## src/rtl/uart_program_loader.sv

```systemverilog
// UART (8N1) program loader: receives a framed 16-byte image and writes it through the manual programming path.
// Optional trailing checksum byte is enabled by defining LOADER_CHECKSUM_EN.
module uart_program_loader #(
  parameter int CLK_HZ      = 50000000,
  parameter int BAUD        = 115200,
  parameter int MEM_DEPTH   = 16,
  parameter int TIMEOUT_CYC = 5000000
) (
  input  logic                         clk,
  input  logic                         rst,
  input  logic                         rx,
  output logic [$clog2(MEM_DEPTH)-1:0] mem_addr,
  output logic [7:0]                   mem_data,
  output logic                         mem_we,
  output logic                         loading,
  output logic                         load_done,
  output logic                         load_err,
  output logic                         cpu_rst
);

  localparam int CPB  = CLK_HZ / BAUD;
  localparam int HALF = CPB / 2;
  localparam int CW   = $clog2(CPB + 1);
  localparam int AW   = $clog2(MEM_DEPTH);
  localparam int ACW  = AW + 1;
  localparam int TW   = $clog2(TIMEOUT_CYC + 1);

  typedef enum logic [2:0] {RX_IDLE, RX_START, RX_DATA, RX_STOP, RX_BREAK} rx_state_t;
  typedef enum logic [2:0] {
    F_WAIT_HDR, F_LOAD,
`ifdef LOADER_CHECKSUM_EN
    F_CSUM,
`endif
    F_OK, F_FAIL
  } f_state_t;

  logic            rx_meta_q, rx_sync_q, rx_prev_q;
  rx_state_t       rx_state_q, rx_state_d;
  logic [CW-1:0]   bit_cnt_q, bit_cnt_d;
  logic [2:0]      bit_idx_q, bit_idx_d;
  logic [7:0]      shift_q, shift_d;
  // byte_valid/frame_err are single-cycle strobes with no ready: the frame FSM
  // must consume them in the cycle they are high (valid-only, no backpressure).
  logic            byte_valid_q, byte_valid_d;
  logic            frame_err_q, frame_err_d;

  f_state_t        f_state_q, f_state_d;
  logic [ACW-1:0]  addr_cnt_q, addr_cnt_d;
  logic [TW-1:0]   idle_q, idle_d;
  logic            ok_pend_q, ok_pend_d;
  logic [AW-1:0]   mem_addr_q, mem_addr_d;
  logic [7:0]      mem_data_q, mem_data_d;
  logic            mem_we_q, mem_we_d;
  logic            loading_q, loading_d;
  logic            load_done_q, load_done_d;
  logic            load_err_q, load_err_d;
  logic            cpu_rst_q, cpu_rst_d;
`ifdef LOADER_CHECKSUM_EN
  logic [7:0]      csum_q, csum_d;
`endif
  logic            timed_out;

  always_ff @(posedge clk) begin
    if (rst) begin
      rx_meta_q <= 1'b1;
      rx_sync_q <= 1'b1;
      rx_prev_q <= 1'b1;
    end else begin
      rx_meta_q <= rx;
      rx_sync_q <= rx_meta_q;
      rx_prev_q <= rx_sync_q;
    end
  end

  always_comb begin
    rx_state_d   = rx_state_q;
    bit_cnt_d    = bit_cnt_q;
    bit_idx_d    = bit_idx_q;
    shift_d      = shift_q;
    byte_valid_d = 1'b0;
    frame_err_d  = 1'b0;
    case (rx_state_q)
      RX_IDLE: begin
        if (rx_prev_q && !rx_sync_q) begin
          rx_state_d = RX_START;
          bit_cnt_d  = '0;
        end
      end
      RX_START: begin
        if (bit_cnt_q == CW'(HALF - 1)) begin
          bit_cnt_d  = '0;
          bit_idx_d  = '0;
          rx_state_d = rx_sync_q ? RX_IDLE : RX_DATA;
        end else begin
          bit_cnt_d = bit_cnt_q + 1'b1;
        end
      end
      RX_DATA: begin
        if (bit_cnt_q == CW'(CPB - 1)) begin
          bit_cnt_d = '0;
          shift_d   = {rx_sync_q, shift_q[7:1]};
          bit_idx_d = bit_idx_q + 1'b1;
          if (bit_idx_q == 3'd7) rx_state_d = RX_STOP;
        end else begin
          bit_cnt_d = bit_cnt_q + 1'b1;
        end
      end
      RX_STOP: begin
        if (bit_cnt_q == CW'(CPB - 1)) begin
          bit_cnt_d = '0;
          if (rx_sync_q) begin
            byte_valid_d = 1'b1;
            rx_state_d   = RX_IDLE;
          end else begin
            frame_err_d = 1'b1;
            rx_state_d  = RX_BREAK;
          end
        end else begin
          bit_cnt_d = bit_cnt_q + 1'b1;
        end
      end
      RX_BREAK: if (rx_sync_q) rx_state_d = RX_IDLE;
      default:  rx_state_d = RX_IDLE;
    endcase
  end

  assign timed_out = (idle_q == TW'(TIMEOUT_CYC - 1));

  always_comb begin
    f_state_d   = f_state_q;
    addr_cnt_d  = addr_cnt_q;
    idle_d      = idle_q;
    ok_pend_d   = 1'b0;
    cpu_rst_d   = ok_pend_q;
    mem_we_d    = 1'b0;
    mem_addr_d  = mem_addr_q;
    mem_data_d  = mem_data_q;
    loading_d   = loading_q;
    load_done_d = load_done_q;
    load_err_d  = load_err_q;
`ifdef LOADER_CHECKSUM_EN
    csum_d      = csum_q;
`endif
    case (f_state_q)
      F_WAIT_HDR: begin
        if (byte_valid_q && shift_q == 8'hA5) begin
          loading_d   = 1'b1;
          load_done_d = 1'b0;
          load_err_d  = 1'b0;
          addr_cnt_d  = '0;
          idle_d      = '0;
`ifdef LOADER_CHECKSUM_EN
          csum_d      = '0;
`endif
          f_state_d   = F_LOAD;
        end
      end
      F_LOAD: begin
        if (frame_err_q) begin
          f_state_d = F_FAIL;
        end else if (byte_valid_q) begin
          mem_we_d   = 1'b1;
          mem_addr_d = addr_cnt_q[AW-1:0];
          mem_data_d = shift_q;
          addr_cnt_d = addr_cnt_q + 1'b1;
          idle_d     = '0;
`ifdef LOADER_CHECKSUM_EN
          csum_d     = csum_q + shift_q;
          if (addr_cnt_q == ACW'(MEM_DEPTH - 1)) f_state_d = F_CSUM;
`else
          if (addr_cnt_q == ACW'(MEM_DEPTH - 1)) f_state_d = F_OK;
`endif
        end else if (timed_out) begin
          f_state_d = F_FAIL;
        end else begin
          idle_d = idle_q + 1'b1;
        end
      end
`ifdef LOADER_CHECKSUM_EN
      F_CSUM: begin
        if (frame_err_q) begin
          f_state_d = F_FAIL;
        end else if (byte_valid_q) begin
          f_state_d = (shift_q == csum_q) ? F_OK : F_FAIL;
        end else if (timed_out) begin
          f_state_d = F_FAIL;
        end else begin
          idle_d = idle_q + 1'b1;
        end
      end
`endif
      F_OK: begin
        loading_d   = 1'b0;
        load_done_d = 1'b1;
        ok_pend_d   = 1'b1;
        f_state_d   = F_WAIT_HDR;
      end
      F_FAIL: begin
        loading_d  = 1'b0;
        load_err_d = 1'b1;
        f_state_d  = F_WAIT_HDR;
      end
      default: f_state_d = F_WAIT_HDR;
    endcase
  end

  always_ff @(posedge clk) begin
    if (rst) begin
      rx_state_q   <= RX_IDLE;
      bit_cnt_q    <= '0;
      bit_idx_q    <= '0;
      shift_q      <= '0;
      byte_valid_q <= 1'b0;
      frame_err_q  <= 1'b0;
      f_state_q    <= F_WAIT_HDR;
      addr_cnt_q   <= '0;
      idle_q       <= '0;
      ok_pend_q    <= 1'b0;
      cpu_rst_q    <= 1'b0;
      mem_we_q     <= 1'b0;
      mem_addr_q   <= '0;
      mem_data_q   <= '0;
      loading_q    <= 1'b0;
      load_done_q  <= 1'b0;
      load_err_q   <= 1'b0;
`ifdef LOADER_CHECKSUM_EN
      csum_q       <= '0;
`endif
    end else begin
      rx_state_q   <= rx_state_d;
      bit_cnt_q    <= bit_cnt_d;
      bit_idx_q    <= bit_idx_d;
      shift_q      <= shift_d;
      byte_valid_q <= byte_valid_d;
      frame_err_q  <= frame_err_d;
      f_state_q    <= f_state_d;
      addr_cnt_q   <= addr_cnt_d;
      idle_q       <= idle_d;
      ok_pend_q    <= ok_pend_d;
      cpu_rst_q    <= cpu_rst_d;
      mem_we_q     <= mem_we_d;
      mem_addr_q   <= mem_addr_d;
      mem_data_q   <= mem_data_d;
      loading_q    <= loading_d;
      load_done_q  <= load_done_d;
      load_err_q   <= load_err_d;
`ifdef LOADER_CHECKSUM_EN
      csum_q       <= csum_d;
`endif
    end
  end

  assign mem_addr  = mem_addr_q;
  assign mem_data  = mem_data_q;
  assign mem_we    = mem_we_q;
  assign loading   = loading_q;
  assign load_done = load_done_q;
  assign load_err  = load_err_q;
  assign cpu_rst   = cpu_rst_q;

endmodule

```

## config.mk

```make
export PLATFORM = sky130hd
export DESIGN_NAME = uart_program_loader
export DESIGN_NICKNAME = d
export VERILOG_FILES = /design/src/rtl/uart_program_loader.sv
export SDC_FILE = /design/constraint.sdc
export NUM_CORES = 1
export LEC_CHECK = 0
export BUFFER_PORTS_ARGS = -buffer_cell sky130_fd_sc_hd__buf_2
export CAP_MARGIN = 10
export CORE_MARGIN = 8
export CORE_UTILIZATION = 54
export DETAILED_ROUTE_END_ITERATION = 12
export PLACE_DENSITY = 0.75
export SYNTH_ARGS = -nofsm -noshare
export SYNTH_HDL_FRONTEND = slang
export SYNTH_SLANG_ARGS = --single-unit
```

## constraint.sdc

```tcl
create_clock -name clk -period 2 [get_ports clk]
set_input_delay 0.2 -clock clk [delete_from_list [all_inputs] [get_ports clk]]
set_output_delay 0.2 -clock clk [all_outputs]
set_load 0.01 [all_outputs]
```

Word-level counts from Yosys, hierarchy flattened
Index checks and enable logic that the tools add are counted.

Register bits: 77. Bits in latches: 0. Bits in writable memories: 0. ROM bits: 0. Input port bits: 3. Output and inout port bits: 17. Word-level logic and storage cells: 119. Memories kept: 0.

$add $sub $neg: 4. Multipliers: 0. Div/mod/pow operators: 0. Order comparisons: 0. Equality and inequality tests: 25. Shift-type cells: 0. Muxes and demuxes: 40. Bitwise gates (word level): 4. Reductions and logical operators: 26.

Operator list (number): 2-to-1 mux 23 bit (4); one-hot mux 23 bit (2 select lines) (1); 2-to-1 mux 3 bit (14); 2-to-1 mux 9 bit (3); one-hot mux 9 bit (3 select lines) (1); adder 23 x 1 -> 23 bit, second input constant (1); equality test 23 bit, second input constant (1); != test 2 bit, second input constant (9); 2-to-1 mux 5 bit (3); one-hot mux 3 bit (5 select lines) (1); equality test 3 x 2 -> 1 bit, second input constant (4); one-hot mux 3 bit (2 select lines) (2); one-hot mux 5 bit (2 select lines) (1); AND reduction 2 bit (5); nonzero test 2 bit (5); adder 9 x 1 -> 9 bit, second input constant (1); equality test 9 x 8 -> 1 bit, second input constant (1); equality test 9 bit, second input constant (1); AND reduction 3 bit (3); equality test 8 bit, second input constant (1); != test 4 bit, second input constant (2); AND reduction 4 bit (2); equality test 3 x 1 -> 1 bit, second input constant (2); equality test 3 bit, second input constant (2); 15 further kinds (29).

Longest topological paths before layout
Word-level depth: 5. Depth in mapped cells: 8. Mapped depth without buffers: 6.

Worst setup path before layout
No wires, ideal clock.

Path kind: reg2reg. Start point: reg f_state_q[1]. End point: reg idle_q[20]. Setup time: 0.070 ns. Arrival: 1.833 ns. Data required time: 1.930 ns. Setup slack: 0.096 ns. Cell stages (with the launch flop): 7. Path buffers: 1. Clock period less this slack: 1.904 ns. Cell sequence: dfxtp_1 -> nor4b_2 -> nand4_2 -> a22o_1 -> buf_6 -> or4_1 -> a21oi_1.

Word-level cells in the longest chain between the ends: 3. Elaborated cells on any way between the ends: 8. Those cells by class: eq/ne: 4; mux: 1; reduce/logical: 3.

Ends and longest elaborated chain: from (decl) (RTL line 47) `f_state_t f_state_q, f_state_d;`; from (signal assigned) (RTL line 236) `f_state_q <= f_state_d;`; equality test 3 x 1 -> 1 bit or logical NOT 3 bit (tied branches) (RTL line 144) `case (f_state_q)`; != test 3 bit (no source line) (tied with other cells); AND reduction 4 bit (no source line); to (signal assigned) (RTL line 238) `idle_q <= idle_d;`; to (decl) (RTL line 49) `logic [TW-1:0] idle_q, idle_d;`.

Parallel ways exist; a longest one is shown, timed or not. A chain may end at the register's enable or synchronous reset.

Worst setup path after layout
Ends and elaborated chain as after synthesis.

==> results_dict.tcl <==
set metrics [dict create \
    status "finished clean" \
    min_period_over_period 0.997 \
    relSlewSlack 0.676 \
    ant_nets 0 \
    synth-async-reset-ratio 0 \
    rows 29 \
    rsz0062_at_grt "true" \
    yosysWarnings 0 \
    cp-startpoint "f_state_q[1]" \
    maxUsedRoutingLayer "met4" \
    synth.avg_cell_area_um2 8.63 \
    ys_ff_latch 76 \
    synthDistinctLibCells 55 \
    drive_gt1_frac 0.181 \
    setup_ws_ns 0.00564 \
    synth_top_area_share 0.448 \
    slew_violations 0 \
    die_y_um 95.3 \
    wl_met1_mm 3.57 \
    grt_overflow 0 \
    dp_hpwl_mm 5.14 \
    crit_type "register to register" \
    dp_cells 502 \
    cap_violations 0 \
    wl_met3_um 267 \
    gp_congestion 0.852 \
    antenna_found_initial 0 \
    cts_buffers 9 \
    clkTransAtPathRegs_ns 0.08 \
    grt_util_all_layers 0.175 \
    start_util 0.547 \
    synth_nets 404 \
    clock_path_buffers 2 \
    cts_sinks 76 \
    vias 3008 \
    final_cell_area_um2 3990 \
    firstDrtPassIters 4 \
    syn_inst 393 \
    holdCritStartpoint "rx" \
    fin_crit_ns 1.99 \
    end_kind "register" \
    leakage_nw 1.47 \
    hold_viol_final 0 \
    area_growth_pct 17.6 \
    routedWlPerCell_um 14.6 \
    route.met2.wl_mm 3.67 \
    timing.rr.start "f_state_q[1]" \
    syn_area_um2 3390 \
    required_ns 2.28 \
    seq_area_um2 1520 \
    synth_edf_count 0 \
    arrival_ns 2.27 \
    core_um2 6200 \
    htreeDepth 3 \
    fmax_mhz 501 \
    antenna-diode-count 0 \
    drtIter0Drc 192 \
    grt_pass1_vias 2834 \
    dieArea_um2 9080 \
    clk_latency_ns 0.34 \
    drc 0 \
    peakVddDrop_mv 0.534 \
    fin_hold_ws_ns 0.0352 \
    viasPerCell 5.80 \
    setup_viol_count_final 0 \
    cts-root-buf "clkbuf_8" \
    cp_max_fo 10 \
    synth.area.top_cells "dfxtp_1 45%, a21oi_1 6.0%, nand2_1 4.5%" \
    final_cells 519 \
    power_density_nw_per_um2 710 \
    yosysMostFrequentCell "dfxtp_1" \
    dpl_cell_area_um2 3730 \
    ys_seq_area_frac 0.448 \
    hold_buffers 0 \
    final_nets 449 \
    io_buffers 19 \
    worstHoldPathType "input port to register" \
    synthTopCellsByCount "76 x dfxtp_1, 41 x a21oi_1, 41 x nand2_1, 31 x nor2_1, 21 x nand3_1" \
    die_x_um 95.3 \
    fill_cells 507 \
    multi_input_area_um2 1810 \
    drt_wl_total_mm 7.60 \
    io-pin-count 20 \
    skew_ns 0.00512 \
    dp_worst_setup_slack_ns 0.0180 \
    synth_top_area_cell "dfxtp_1" \
    start_kind "register" \
    grt_pass1_wl_mm 12.8 \
    tightest_slew_ns 0.480 \
    synthFlopType "dfxtp_1" \
    grt_start_max_net_pins 49 \
    cts_tree "built" \
]
[state kept, by name, indices dropped and copies added, names as in the netlist, 2 cells and up]
register	cells
idle_q	23
bit_cnt_q	9
mem_data	8
shift_q	8
addr_cnt_q	5
mem_addr	4
bit_idx_q	3
rx_state_q	3
f_state_q	2
[layout by cell type (no fill, tap or decap), types with 3 or more instances in the layout]
master,netlist,routed
dfxtp_1,76,74
nand2_1,41,41
a21oi_1,41,40
nor2_1,31,31
buf_4,0,31
nand3_1,21,21
buf_2,3,19
or3_1,14,14
nand4_1,11,11
o21ai_0,11,11
mux2i_1,10,10
and3_1,10,9
nand2b_1,9,9
clkbuf_8,0,9
ha_1,8,8
inv_1,7,7
o21ai_1,7,7
xor2_1,6,6
or4_1,6,6
nor2b_1,6,5
o31ai_1,4,4
nor3_1,3,3
and4_1,3,3
or2_2,3,3
nor4bb_1,3,3
o211ai_1,3,3
[cell type report]
| type | instances | area share |
|---|---|---|
| clock inverters | 5 | 0.0194 |
| repair buffers | 50 | 0.0821 |
| multi-input cells | 294 | 0.454 |
| inverters | 7 | 0.00658 |
| flip-flops and latches | 76 | 0.382 |
| well taps | 77 | 0.0241 |
| clock buffers | 10 | 0.0320 |
[power by group]
| group | switching, mW | leakage [nW] | internal [mW] |
|---|---|---|---|
| clock | 0.530 | 0.102 | 0.692 |
| combinational | 0.0541 | 0.750 | 0.0286 |
| sequential | 0.0115 | 0.614 | 1.52 |
| total | 0.596 | 1.47 | 2.24 |
[metrics by stage]
stage / power [mW] / util / TNS, ns
finish: 2.84 / 0.643 / 0
global route: 2.94 / 0.643 / -0.0646
CTS: 2.86 / 0.636 / 0
detailed placement: 1.65 / 0.601 / 0
global placement: 1.64 / 0.601 / 0
floorplan: 1.62 / - / 0
[cell families (layout without fill, tap and decap cells)]
| group | Yosys count | count (layout) | synth area share |
|---|---|---|---|
| AO/OA/AOI/OAI | 86 | 86 | 0.150 |
| XOR/XNOR | 8 | 8 | 0.0206 |
| AND/OR/NAND/NOR | 182 | 182 | 0.293 |
| buffers and inverters | 23 | 72 | 0.0288 |
| adder cells (fa/ha/maj) | 8 | 8 | 0.0295 |
| multiplexers | 10 | 10 | 0.0295 |
| flip-flops | 76 | 76 | 0.448 |
[timing repair]
action,CTS,global route
endpoints found under the hold margin,0,0
setup buffers,0,2
pin swaps,2,3
endpoints found under the setup margin,1,21
gates resized for setup,1,9
[metal layers]
| layer | up-vias | global-route usage |
|---|---|---|
| met5 | - | 0 |
| met2 | 52 | 0.285 |
| met1 | 1435 | 0.216 |
| li1 | 1514 | - |
| met3 | 7 | 0.0496 |
| met4 | 0 | 0.0624 |
[worst paths after layout]
| kind | endpoint | slack [ns] | cells past startpoint |
|---|---|---|---|
| max | idle_q[20] | 0.006 | 6 |
| min | rx_meta_q | 0.04 | 2 |
| max reg2reg | idle_q[20] | 0.006 | 6 |
| min reg2reg | rx_sync_q | 0.42 | 1 |
[worst max-delay path, stage by stage, from the launching register on]
cell and delay (ns):
dfxtp_2 0.37, nor4b_4 0.30, nand4_2 0.16, a22o_4 0.30, buf_4 0.17, or4_1 0.49
a21oi_2 0.15
Note: power is estimated with default switching activity, not from simulation.
